===== config.mk =====
export PLATFORM = sky130hd
export DESIGN_NAME = counter_bank_snapshot_flat
export DESIGN_NICKNAME = d
export VERILOG_FILES = /design/src/rtl/counter_bank_snapshot_if.sv /design/src/rtl/counter_bank_snapshot.sv /design/src/flat_wrapper.sv
export SDC_FILE = /design/constraint.sdc
export NUM_CORES = 1
export LEC_CHECK = 0
export ABC_AREA = 0
export BUFFER_PORTS_ARGS = -buffer_cell sky130_fd_sc_hd__buf_2
export CORE_ASPECT_RATIO = 0.6
export CORE_MARGIN = 2
export CORE_UTILIZATION = 64
export DETAILED_ROUTE_END_ITERATION = 12
export GPL_TIMING_DRIVEN = 0
export PLACE_DENSITY_LB_ADDON = 0.1
export SETUP_SLACK_MARGIN = 0.5
export SLEW_MARGIN = 40
export SYNTH_ARGS = -nofsm -noshare
export SYNTH_HDL_FRONTEND = slang
export SYNTH_SLANG_ARGS = --single-unit

===== constraint.sdc =====
create_clock -name clk_i -period 4.6 [get_ports clk_i]
set_input_delay 1.38 -clock clk_i [delete_from_list [all_inputs] [get_ports clk_i]]
set_output_delay 1.38 -clock clk_i [all_outputs]
set_load 0.05 [all_outputs]

===== src/rtl/counter_bank_snapshot_if.sv =====
// Snapshot readout channel: one counter value per beat, valid/ready handshake.
// The producer holds channel and data stable while ready is low.
interface counter_bank_snapshot_if #(
    parameter int WIDTH       = 8,
    parameter int NR_CHANNELS = 4
);
    localparam int CH_W = (NR_CHANNELS > 1) ? $clog2(NR_CHANNELS) : 1;

    logic            rd_valid_o;
    logic            rd_ready_i;
    logic [CH_W-1:0] rd_channel_o;
    logic [WIDTH-1:0] rd_data_o;

    modport master (output rd_valid_o, output rd_channel_o, output rd_data_o, input rd_ready_i);
    modport slave  (input rd_valid_o, input rd_channel_o, input rd_data_o, output rd_ready_i);
endinterface


===== src/rtl/counter_bank_snapshot.sv =====
// Bank of wrap/saturate event counters with an atomic snapshot streamed out one channel per beat.
// First beat 1 cycle after snap_i; beats hold while rd_ready_i is low; snap_i while busy is dropped.
module counter_bank_snapshot #(
    parameter int WIDTH       = 8,
    parameter int NR_CHANNELS = 4,
    parameter int SATURATE    = 0
) (
    input  logic                   clk_i,
    input  logic                   rst_i,
    input  logic [NR_CHANNELS-1:0] enable_i,
    input  logic [NR_CHANNELS-1:0] clear_i,
    input  logic [WIDTH-1:0]       limit_i,
    input  logic                   snap_i,
    counter_bank_snapshot_if.master rd,
    output logic [NR_CHANNELS-1:0] wrap_o,
    output logic                   busy_o,
    output logic                   snap_drop_o
);
    localparam int CH_W = (NR_CHANNELS > 1) ? $clog2(NR_CHANNELS) : 1;
    localparam logic [CH_W-1:0] LAST_CH = CH_W'(NR_CHANNELS - 1);

    typedef enum logic {IDLE, STREAM} state_t;

    logic [WIDTH-1:0]       cnt_q    [NR_CHANNELS];
    logic [WIDTH-1:0]       cnt_d    [NR_CHANNELS];
    logic [WIDTH-1:0]       shadow_q [NR_CHANNELS];
    logic [NR_CHANNELS-1:0] wrap_q, wrap_d;

    state_t           state_q;
    logic             busy_q, valid_q, drop_q;
    logic [CH_W-1:0]  ch_q, ch_nxt;
    logic [WIDTH-1:0] data_q;

    assign ch_nxt = ch_q + CH_W'(1);

    always_comb begin
        for (int i = 0; i < NR_CHANNELS; i++) begin
            cnt_d[i]  = cnt_q[i];
            wrap_d[i] = 1'b0;
            if (clear_i[i]) begin
                cnt_d[i] = '0;
            end else if (enable_i[i]) begin
                if (cnt_q[i] < limit_i) begin
                    cnt_d[i] = cnt_q[i] + WIDTH'(1);
                    // Saturating counters flag only the increment that lands on the limit.
                    if (SATURATE != 0 && cnt_d[i] == limit_i) wrap_d[i] = 1'b1;
                end else if (SATURATE == 0) begin
                    cnt_d[i]  = '0;
                    wrap_d[i] = 1'b1;
                end else begin
                    cnt_d[i] = limit_i;
                end
            end
        end
    end

    always_ff @(posedge clk_i or posedge rst_i) begin
        if (rst_i) begin
            for (int i = 0; i < NR_CHANNELS; i++) cnt_q[i] <= '0;
            wrap_q <= '0;
        end else begin
            for (int i = 0; i < NR_CHANNELS; i++) cnt_q[i] <= cnt_d[i];
            wrap_q <= wrap_d;
        end
    end

    always_ff @(posedge clk_i or posedge rst_i) begin
        if (rst_i) begin
            for (int i = 0; i < NR_CHANNELS; i++) shadow_q[i] <= '0;
            state_q <= IDLE;
            busy_q  <= 1'b0;
            valid_q <= 1'b0;
            drop_q  <= 1'b0;
            ch_q    <= '0;
            data_q  <= '0;
        end else begin
            case (state_q)
                IDLE: begin
                    drop_q <= 1'b0;
                    if (snap_i) begin
                        // Capture the values the counters take on this same edge.
                        for (int i = 0; i < NR_CHANNELS; i++) shadow_q[i] <= cnt_d[i];
                        state_q <= STREAM;
                        busy_q  <= 1'b1;
                        valid_q <= 1'b1;
                        ch_q    <= '0;
                        data_q  <= cnt_d[0];
                    end
                end
                STREAM: begin
                    drop_q <= snap_i;
                    if (rd.rd_ready_i) begin
                        if (ch_q == LAST_CH) begin
                            state_q <= IDLE;
                            busy_q  <= 1'b0;
                            valid_q <= 1'b0;
                            ch_q    <= '0;
                            data_q  <= '0;
                        end else begin
                            ch_q   <= ch_nxt;
                            data_q <= shadow_q[ch_nxt];
                        end
                    end
                end
                default: state_q <= IDLE;
            endcase
        end
    end

    assign rd.rd_valid_o   = valid_q;
    assign rd.rd_channel_o = ch_q;
    assign rd.rd_data_o    = data_q;
    assign wrap_o          = wrap_q;
    assign busy_o          = busy_q;
    assign snap_drop_o     = drop_q;
endmodule

===== src/flat_wrapper.sv =====
// flat-port wrapper written by rule: the top's interface ports become plain ports
module counter_bank_snapshot_flat 
#(
    parameter int WIDTH       = 8,
    parameter int NR_CHANNELS = 4,
    parameter int SATURATE    = 0
)
  (clk_i, rst_i, enable_i, clear_i, limit_i, snap_i, wrap_o, busy_o, snap_drop_o, rd_rd_valid_o, rd_rd_channel_o, rd_rd_data_o, rd_rd_ready_i);
  counter_bank_snapshot_if #(.WIDTH(WIDTH), .NR_CHANNELS(NR_CHANNELS)) rd_i ();
  input  logic clk_i;
  input  logic rst_i;
  input  logic [NR_CHANNELS-1:0] enable_i;
  input  logic [NR_CHANNELS-1:0] clear_i;
  input  logic [WIDTH-1:0] limit_i;
  input  logic snap_i;
  output logic [NR_CHANNELS-1:0] wrap_o;
  output logic busy_o;
  output logic snap_drop_o;
  output wire logic [$bits(rd_i.rd_valid_o)-1:0] rd_rd_valid_o;
  output wire logic [$bits(rd_i.rd_channel_o)-1:0] rd_rd_channel_o;
  output wire logic [$bits(rd_i.rd_data_o)-1:0] rd_rd_data_o;
  input wire logic [$bits(rd_i.rd_ready_i)-1:0] rd_rd_ready_i;
  assign rd_rd_valid_o = rd_i.rd_valid_o;
  assign rd_rd_channel_o = rd_i.rd_channel_o;
  assign rd_rd_data_o = rd_i.rd_data_o;
  assign rd_i.rd_ready_i = rd_rd_ready_i;
  counter_bank_snapshot #(.WIDTH(WIDTH), .NR_CHANNELS(NR_CHANNELS), .SATURATE(SATURATE)) u_core (.clk_i(clk_i), .rst_i(rst_i), .enable_i(enable_i), .clear_i(clear_i), .limit_i(limit_i), .snap_i(snap_i), .rd(rd_i), .wrap_o(wrap_o), .busy_o(busy_o), .snap_drop_o(snap_drop_o));
endmodule

==> flow_summary.toml <==
[timing]
slew_violations = 0
min_period_over_period_pct = 68.27
tns_ns = 0
fin_crit_ns = 3.140
tightestPinTransition_ns = 0.6927
grt_setup_unrepaired = "false"
hold_viol = 0
fmax_mhz = 318.4
skew_ns = 0.005986
setup_violations = 0
max_slew_margin_pct = 53.82

[setup_path]
end_kind = "flip-flop"
r2r_end = "u_core.rd.rd_data_o[2]"
crit_path_start_kind = "input port"
r2r_setup_slack_ns = 2.38
crit_fanout = 10
crit_type = "in2reg"
required_ns = 4.87
cp.arrival_ns = 3.41
r2r-start = "u_core.cnt_q[30]"
worst-r2r-cell-count = 7

[logic_synthesis]
synth.top_cell.area_share_pct = 46.01
ys_types = 46
ys_top_cells_by_area = "dfrtp_1 (46%), ha_1 (9.4%), nor2_1 (4.4%)"
synth_top_cell_by_area = "dfrtp_1"
synthMuxAreaShare_pct = 4.828
syn_nets = 473
synthCells = 420
syn_area_sq_um = 4405
ys_ff_latch = 81
synth_xor_area_share_pct = 4.970
synth_top_family_by_area = "compound AO/OA/AOI/OAI gates"
synthSimpleGateAreaFrac_pct = 14.91
ys.flop_type = "dfrtp_1"
synth-adder-area-share_pct = 9.372
synth_edf_count = 0
yosys_warnings = 0
ys_seq_area_share_pct = 46.01
synth_compound_area_share_pct = 16.22
post_synth.cell_area_avg_sq_um = 10.49
async_flop_share_pct = 100.0

[route]
viasPerCell = 6.246
routed_wirelength_microns = 10980
drc = 0
vias = 3473
wl_per_cell_microns = 19.74
drt_iter0_drc = 389
firstDrtPassIters = 5
ant_nets = 0

[layout]
drive_gt1_share_pct = 18.34
nets = 517
final_common_cell = "dfrtp_1"
num_antenna_cells = 0
final_cell_mix = "dfrtp_1 (81), nor2_1 (52), nand2_1 (45), buf_2 (36), ha_1 (33)"
areaGrowthSynthToFinish_pct = 14.37

[placement]
place.detailed.hpwl_microns = 8079
io_buffers = 32
gp_congestion = 0.8566

[power_and_ir_drop]
peakVddDrop_v = 0.0004359
p_total_mw = 2.162
leakagePower_nw = 2.364
power-per-cell-area_nw_per_um2 = 429.0

[global_route]
gr-usage-all-layers_pct = 31.14
grt_max_degree = 58
grt_pass1_vias = 3225
antenna_found_initial = 0
grt_pass1_wl_microns = 17350
overflow = 0

[cts]
post_cts_buffers = 0
path_clk_slew_ns = 0.06
cts_root_buf = "clkbuf_16"
cts_buffers = 9
cts_tree = "done"
cts_resized = 0
clock_latency_ns = 0.34
clockBufferDepth = 2
clock-sinks = 81
h-tree-depth = 3
cts_hold_buf = 0

[hold_path]
hold_depth = 2
hp-start = "u_core.shadow_q[10]"
whs_endpoint = "u_core.shadow_q[10]"
hold_class = "reg2reg"

[floorplanning]
core_sq_um = 6676
start_util_pct = 65.99
rows = 23
dieArea_sq_um = 7585
io_pins = 37
die_h_microns = 68.27
dieWidth_microns = 111.1

[status]
status = "finished, final reports clean"

[job]
max_cap_viol_count = 0
## registers in the layout, summed over array words and instances, names as in the netlist
name / cells
u_core.state_q: 1
u_core.rd.rd_data_o: 8
u_core.cnt_q: 32
u_core.shadow_q: 32
u_core.snap_drop_o: 1
u_core.busy_o: 1
u_core.rd.rd_channel_o: 2
u_core.wrap_o: 4
## cells by family (layout without fill, tap and decap cells)
| group | Yosys count | count (layout) |
|---|---|---|
| compound gates | 93 | 93 |
| xor+xnor | 25 | 25 |
| fa+ha+maj | 33 | 33 |
| buf+inv | 35 | 84 |
| flops | 81 | 81 |
| mux | 11 | 11 |
| simple gates | 142 | 142 |
## where the power goes
part / switching, mW / internal (mW) / total [mW] / leakage [nW]
clock network: 0.282 / 0.505 / 0.787 / 0.155
logic: 0.358 / 0.188 / 0.546 / 1.10
registers: 0.0498 / 0.780 / 0.829 / 1.11
total: 0.689 / 1.47 / 2.16 / 2.36
## how the worst max path moves through the flow
stage                     cells past startpoint  slack (ns)                      to  startpoint
after detailed placement                      9        1.21  u_core.rd.rd_data_o[5]  limit_i[6]
after CTS                                     9        1.53  u_core.rd.rd_data_o[2]  limit_i[6]
after global routing                          9        1.31  u_core.rd.rd_data_o[2]  limit_i[6]
after global placement                        2        0.21        u_core.cnt_q[10]       rst_i
final                                         9        1.46  u_core.rd.rd_data_o[2]  limit_i[6]
after floorplan                               1        1.14           u_core.busy_o       rst_i
## synth_stat cells (4+ instances only)
library cell	n
a21oi_1	12
a22oi_1	8
and3_1	5
buf_2	4
clkbuf_1	11
dfrtp_1	81
ha_1	33
inv_1	13
mux4_2	8
nand2_1	45
nand2b_1	4
nand4_1	16
nor2_1	52
nor2b_1	7
nor3_1	4
o21ai_0	13
o21ai_1	11
o21bai_1	4
o31ai_1	9
o31ai_2	12
xnor2_1	10
xor2_1	15
## metal layers
| layer | vias to the layer above | part of all wire (%) | global-route usage, % |
|---|---|---|---|
| li1 | 1591 | - | - |
| met1 | 1706 | 45 | 44.00 |
| met2 | 158 | 44 | 48.47 |
| met3 | 18 | 8.6 | 8.326 |
| met4 | 0 | 1.9 | 8.796 |
| met5 | - | 0 | 0 |
## per-stage QoR
step	cells	area, sq um	util (%)	hold slack [ns]	setup slack [ns]
after floorplan	420	4405	-	0.4432	1.140
after global placement	539	4674	70.02	0.4631	0.2137
after detailed placement	540	4707	70.50	0.4706	1.207
after CTS	556	5039	75.47	0.4835	1.526
after global routing	556	5039	75.47	0.5012	1.313
final	556	5039	75.47	0.4838	1.460
## cell type report
type / instances / area, sq um
Multi-Input combinational cell: 304 / 2216
Sequential cell: 81 / 2027
Fill cell: 463 / 1638
Clock buffer: 12 / 256.5
Timing Repair Buffer: 33 / 187.7
Buffer: 22 / 113.9
Tap cell: 87 / 108.9
Clock inverter: 4 / 75.07
Inverter: 13 / 53.80
## worst max-delay path: stages
cell and delay [ns]:
buf_2 0.10, inv_1 0.21, ha_1 0.31, a211oi_1 0.31
o22ai_1 0.15, a21oi_1 0.25, nand2_1 0.22, clkbuf_1 0.28
o21ai_1 0.19
(Power assumes the default switching activity.)
